## src/rtl/tof_cfg_pkg.sv

```systemverilog
// rtl/tof_cfg_pkg.sv - shared constants and types for the ToF configuration register file
// Purpose: register count, host address map, FSM state encoding and STATUS bit positions.
// Ports: none (package).
package tof_cfg_pkg;

  localparam int          NREG   = 66;
  localparam int          AW     = 7;
  localparam int          DW     = 16;
  // Register count as an address-width constant so compares stay width-matched.
  localparam logic [AW-1:0] NREG_A = AW'(NREG);
  localparam logic [AW-1:0] LAST_A = AW'(NREG - 1);

  localparam logic [AW-1:0] ADDR_STATUS = 7'h7E;
  localparam logic [AW-1:0] ADDR_CTRL   = 7'h7F;

  // STATUS = {upd_cnt[7:0], 5'b0, ctrl_ready, dirty, busy}
  localparam int STAT_BUSY    = 0;
  localparam int STAT_DIRTY   = 1;
  localparam int STAT_READY   = 2;
  localparam int STAT_CNT_LSB = 8;

  typedef enum logic [1:0] {
    IDLE = 2'd0,
    COPY = 2'd1,
    REQ  = 2'd2,
    WAIT = 2'd3
  } state_t;

endpackage

```

## src/rtl/tof_cfg_bank.sv

```systemverilog
// rtl/tof_cfg_bank.sv - NREG x 16 dual-bank storage: staging (host side) and active (controller side)
// Purpose: host writes/reads the staging bank, the copy port moves one staging word per cycle into
//          the active bank, and the controller reads the active bank through a registered port.
// Ports:
//   clk_i, rst_i          clock, asynchronous active-low reset (clears both banks)
//   host_wr_i/addr/dat    staging write port (out-of-range addresses ignored)
//   host_rd_dat_o         combinational staging word at host_addr_i (0 when out of range)
//   copy_en_i/copy_idx_i  copy staging[idx] -> active[idx]
//   cfg_addr_i/cfg_dat_o  registered active-bank read, 0 when out of range
module tof_cfg_bank
  import tof_cfg_pkg::*;
(
  input  logic          clk_i,
  input  logic          rst_i,
  input  logic          host_wr_i,
  input  logic [AW-1:0] host_addr_i,
  input  logic [DW-1:0] host_dat_i,
  output logic [DW-1:0] host_rd_dat_o,
  input  logic          copy_en_i,
  input  logic [AW-1:0] copy_idx_i,
  input  logic [AW-1:0] cfg_addr_i,
  output logic [DW-1:0] cfg_dat_o
);

  logic [DW-1:0] r_stg [NREG];
  logic [DW-1:0] r_act [NREG];
  logic [DW-1:0] r_cfg_dat;

  logic w_host_in_range;
  logic w_copy_in_range;
  logic w_cfg_in_range;

  assign w_host_in_range = (host_addr_i < NREG_A);
  assign w_copy_in_range = (copy_idx_i < NREG_A);
  assign w_cfg_in_range  = (cfg_addr_i < NREG_A);

  always_ff @(posedge clk_i or negedge rst_i) begin
    if (!rst_i) begin
      for (int i = 0; i < NREG; i++) r_stg[i] <= '0;
    end else if (host_wr_i && w_host_in_range) begin
      r_stg[host_addr_i] <= host_dat_i;
    end
  end

  // The copy samples the pre-edge staging value, so a host write to the word being copied
  // in the same cycle stays in staging only and marks the bank dirty again.
  always_ff @(posedge clk_i or negedge rst_i) begin
    if (!rst_i) begin
      for (int i = 0; i < NREG; i++) r_act[i] <= '0;
    end else if (copy_en_i && w_copy_in_range) begin
      r_act[copy_idx_i] <= r_stg[copy_idx_i];
    end
  end

  always_ff @(posedge clk_i or negedge rst_i) begin
    if (!rst_i) begin
      r_cfg_dat <= '0;
    end else begin
      r_cfg_dat <= w_cfg_in_range ? r_act[cfg_addr_i] : '0;
    end
  end

  assign cfg_dat_o     = r_cfg_dat;
  assign host_rd_dat_o = w_host_in_range ? r_stg[host_addr_i] : '0;

endmodule

```

## config.mk

```make
export PLATFORM = sky130hd
export DESIGN_NAME = tof_cfg_bank
export DESIGN_NICKNAME = d
export VERILOG_FILES = /design/src/rtl/tof_cfg_pkg.sv /design/src/rtl/tof_cfg_bank.sv
export SDC_FILE = /design/constraint.sdc
export NUM_CORES = 2
export LEC_CHECK = 0
export CORE_MARGIN = 2
export CORE_UTILIZATION = 40
export DETAILED_ROUTE_END_ITERATION = 10
export PLACE_DENSITY = 0.54
export SLEW_MARGIN = 15
export SYNTH_ARGS = -nofsm -noshare
export SYNTH_HDL_FRONTEND = slang
export SYNTH_SLANG_ARGS = --single-unit
```

## constraint.sdc

```tcl
create_clock -name clk_i -period 6.2 [get_ports clk_i]
set_input_delay 1.55 -clock clk_i [delete_from_list [all_inputs] [get_ports clk_i]]
set_output_delay 1.55 -clock clk_i [all_outputs]
set_load 0.02 [all_outputs]
```

After elaboration in Yosys (flattened, before gate mapping)
Cells that the tools add are included.

word-level totals
  register bits = 2128
  memories = 0
  bits in latches = 0
  output and inout port bits = 32
  bits of input ports = 41
  logic and storage cells = 165
  ROM bits = 0
  bits in writable memories = 0

cells by class
  equal/unequal tests = 0
  shift-type cells = 0
  bitwise operators = 3
  divide/modulo/power cells = 0
  multiply operators = 0
  add/sub/neg operators = 0
  multiplexer cells = 17
  order comparisons = 8
  reduce and logical (&&, ||, !) cells = 4

operator list
  kind                                                       number
  bitwise mux 1056 bit                                       2
  binary-select mux 16 bit (select 7 bit)                    3
  demux 16 bit (select 7 bit)                                2
  2-to-1 mux 16 bit                                          10
  greater-or-equal comparator 8 bit (second input constant)  3
  inverter 7 -> 8 bit                                        3
  < comparator 7 bit (second input constant)                 3
  < comparator 8 x 1 -> 1 bit (second input constant)        2
  logical AND 1 bit                                          4

Logic depth before layout (Yosys ltp)
  word-level depth = 6
  mapped depth = 14
  mapped depth without buffers = 6

Least setup slack after synthesis
Ideal clock, no wire load.

  path kind = input -> output
  start = input port host_addr_i[0]
  end = output port host_rd_dat_o[14]
  path buffers = 5
  required time = 4650 ps
  setup slack = 843 ps
  arrival time = 3807 ps
  cell stages on the path = 10
  cells stage by stage = clkbuf_1 buf_2 buf_2 clkbuf_1 clkbuf_1 a31oi_1 o21ai_0 o21bai_1 a21oi_1 o32ai_1

between the ends
  longest elaborated chain between the ends = 5
  elaborated cells between the ends (all ways) = 6
  those cells by class = order compare (1); mux (4); bitwise (1)

ends and longest elaborated chain
  what                                                   line                source
  from (decl)                                            tof_cfg_bank.sv:16  input logic [AW-1:0] host_addr_i,
  inverter 7 -> 8 bit (implied by the code)              tof_cfg_bank.sv:64  assign host_rd_dat_o = w_host_in_range ? r_stg[host_addr_i] : '0;
  binary-select mux 16 bit (select 7 bit)                tof_cfg_bank.sv:64
  2-to-1 mux 16 bit (implied by the code) (2 in series)  tof_cfg_bank.sv:64
  2-to-1 mux 16 bit (*)                                  tof_cfg_bank.sv:64
  to (decl)                                              tof_cfg_bank.sv:18  output logic [DW-1:0] host_rd_dat_o,

Every way passes the cells marked *; elsewhere a longest branch is shown, timed or not. The select of a mux whose other input is x is not followed.

Worst setup path in the final report
  start = input port host_addr_i[2]
  end = output port host_rd_dat_o[11]

Same word-level chain as after synthesis.

==> flow_summary.json <==
{
  "status": "finished with violations",
  "violations": "setup timing",
  "post-route-min-period_ns": 6.269,
  "ys_seq_elements": 2128,
  "r2r_cells": 6,
  "power_density_nw_per_um2": 274.8,
  "routedWlPerCell_um": 35.50,
  "path_max_fanout": 36,
  "area_delta_synth_final_pct": 14.83,
  "postCtsSetupRepairBufs": 0,
  "dieArea_um2": 266000,
  "final_cell_mix": "dfrtp_1, mux2_2, nand2_1",
  "hpwl_um": 280700,
  "synth_nets": 8193,
  "post-route-drc-count": 0,
  "drv_slew": 0,
  "syn-instance-count": 8152,
  "synth_ff_type": "dfrtp_1",
  "async_flop_share_pct": 100.0,
  "core_area_um2": 259900,
  "synth_largest_area_cell": "dfrtp_1",
  "hold_start": "r_act[110]",
  "p_leak_nw": 54.96,
  "final_area_um2": 120300,
  "synth_edf_count": 0,
  "grt_pass1_wl_um": 601400,
  "via_per_inst": 6.382,
  "rows": 187,
  "numPortBuffers": 72,
  "slew_headroom_pct": 12.73,
  "top_layer": "met5",
  "synth_area_leaders": "dfrtp_1, mux2_2, mux4_2",
  "holdPathStages": 2,
  "die_width_um": 515.7,
  "finalSetupViolCount": 3,
  "cp.arrival_ns": 4.72,
  "clkTransAtPathRegs_ns": 0.05,
  "nets": 8348,
  "cts.sinks": 2128,
  "worstPathRequired_ns": 4.65,
  "reg2reg_from": "r_stg[733]",
  "rsz0062_at_grt": "false",
  "max_freq_mhz": 159.5,
  "crit_type": "primary input to output port",
  "seq_area_frac_synth_pct": 50.84,
  "globalplace.congestion": 1.047,
  "synth_top_area_share_pct": 50.84,
  "cts_tree": "yes",
  "worst_pin_slew_ns": 1.306,
  "drive_above_1_share_pct": 39.41,
  "ctsLongestPathBuffers": 4,
  "dr_total_vias": 76720,
  "place_area_um2": 112100,
  "synth_area_um2": 104700,
  "wl_met3_um": 38250,
  "rr_endpoint": "r_act[29]",
  "setup_tns_ns": -0.1520,
  "yosys_warnings": 0,
  "cts_hold_buf": 0,
  "start_kind": "primary input",
  "grtUsageTotal_pct": 31.72,
  "cap_violations": 0,
  "grt_pass1_vias": 76930,
  "grt.overflow.total": 0,
  "initialDrtViolationCount": 8734,
  "firstDrtPassIters": 8,
  "wl_met2_um": 187100,
  "layout_setup_ws_ns": -0.06918,
  "holdWs_ns": 0.4732,
  "cp-end-kind": "output port",
  "clock_latency_ns": 0.93,
  "hold_end": "r_act[110]",
  "r2r_setup_slack_ns": 3.00,
  "m1WireLength_um": 168900,
  "cts_htree_levels": 4,
  "finalHoldViolCount": 0,
  "syn_area_per_cell_um2": 12.85,
  "antenna_found_initial": 37,
  "die_h_um": 515.7,
  "io_pins": 73,
  "final_antenna_net_count": 0,
  "fin_worst_skew_ns": 0.09176,
  "ys_types": 85,
  "num-fill-cells": 23290,
  "hold_class": "register to register",
  "grt_start_max_net_pins": 162,
  "cts_buffers": 240,
  "routed_wl_um": 426800,
  "initial_core_util_pct": 40.30,
  "clockRootBuffer": "clkbuf_16",
  "vdd_drop_max_v": 0.0002279,
  "final_common_cell": "dfrtp_1",
  "timing.final.crit_share_pct": 101.1
}
## cell type report
cell class / instances / area, um^2 / share of cell area, %
antenna: 26 / 65.06 / 0.05409
clock buffer: 350 / 6912 / 5.746
clock inverter: 85 / 1062 / 0.8832
inverter: 14 / 60.06 / 0.04993
multi-input combinational: 5232 / 48270 / 40.14
sequential: 2128 / 53250 / 44.27
tap: 3496 / 4374 / 3.637
timing repair buffer: 691 / 6280 / 5.221
## cells by family (layout without fill, tap and decap cells)
group                  Yosys count  count (layout)  synth area share (%)
flip-flops                    2128            2128                 50.84
AND/OR/NAND/NOR               1270            1270                 5.006
AO/OA/AOI/OAI                 1563            1563                 9.980
buffers and inverters          792            1140                 3.574
multiplexers                  2399            2399                 30.60
other                            0              26                     0
## report_power, final
part	leakage (nW)	switching, mW	internal [mW]	total, mW
Sequential	29.4	0.440	14.5	14.9
Clock	3.94	6.02	8.60	14.6
Combinational	21.6	2.23	1.30	3.53
Total	55.0	8.69	24.4	33.1
## per-stage QoR
stage / util, % / total power, mW / instances / setup slack, ns
floorplan: - / 16.82 / 8152 / 0.8433
global placement: 43.13 / 18.50 / 11560 / -0.4895
detailed placement: 43.14 / 18.57 / 11560 / -0.4306
CTS: 46.21 / 33.17 / 11990 / 0.008641
global route: 46.25 / 34.01 / 12000 / 0.04191
finish: 46.27 / 33.05 / 12020 / -0.06918
## flip-flops by register name, summed over array words and instances (netlist names)
| signal | count |
|---|---|
| cfg_dat_o | 16 |
| r_act | 1056 |
| r_stg | 1056 |
## routing by layer
metal	vias up	GRT usage, %
met3	1259	7.515
li1	30810	-
met1	40370	41.29
met2	4284	47.48
met5	-	0
met4	6	20.25
## what timing repair did
action                     CTS  global route
cloned                       0             1
setup endpoints to repair    3             5
resized for setup            4             8
pin swaps                    0             1
## worst max path at each step
stage | startpoint | to | slack (ns) | cells past startpoint
2_1_floorplan | host_addr_i[0] | host_rd_dat_o[14] | 0.84 | 10
3_3_place_gp | host_addr_i[1] | host_rd_dat_o[0] | -0.49 | 12
3_5_place_dp | host_addr_i[1] | host_rd_dat_o[0] | -0.43 | 12
4_1_cts | host_addr_i[0] | host_rd_dat_o[6] | 0.009 | 12
5_1_grt | host_addr_i[2] | host_rd_dat_o[11] | 0.04 | 12
6_report | host_addr_i[2] | host_rd_dat_o[11] | -0.07 | 12
## synth_stat cells (39+ instances only)
library cell / instances
nor2_1: 466
buf_2: 212
a22oi_1: 133
buf_1: 42
buf_6: 39
nand2_1: 636
a21oi_1: 369
dfrtp_1: 2128
o221ai_1: 47
mux2_2: 1651
mux2i_1: 247
buf_4: 56
clkbuf_1: 429
a221o_1: 48
mux4_2: 463
o22ai_1: 70
o21ai_0: 392
a221oi_1: 268
## critical path: stages
cell	delay [ns]
buf_12	0.15
buf_12	0.23
and2_2	0.27
buf_4	0.23
a221o_1	0.40
a22oi_1	0.50
buf_4	0.23
o22ai_1	0.08
a211o_1	0.25
a22o_1	0.36
buf_4	0.18
buf_4	0.15
Note: power is estimated with default switching activity, not from simulation.
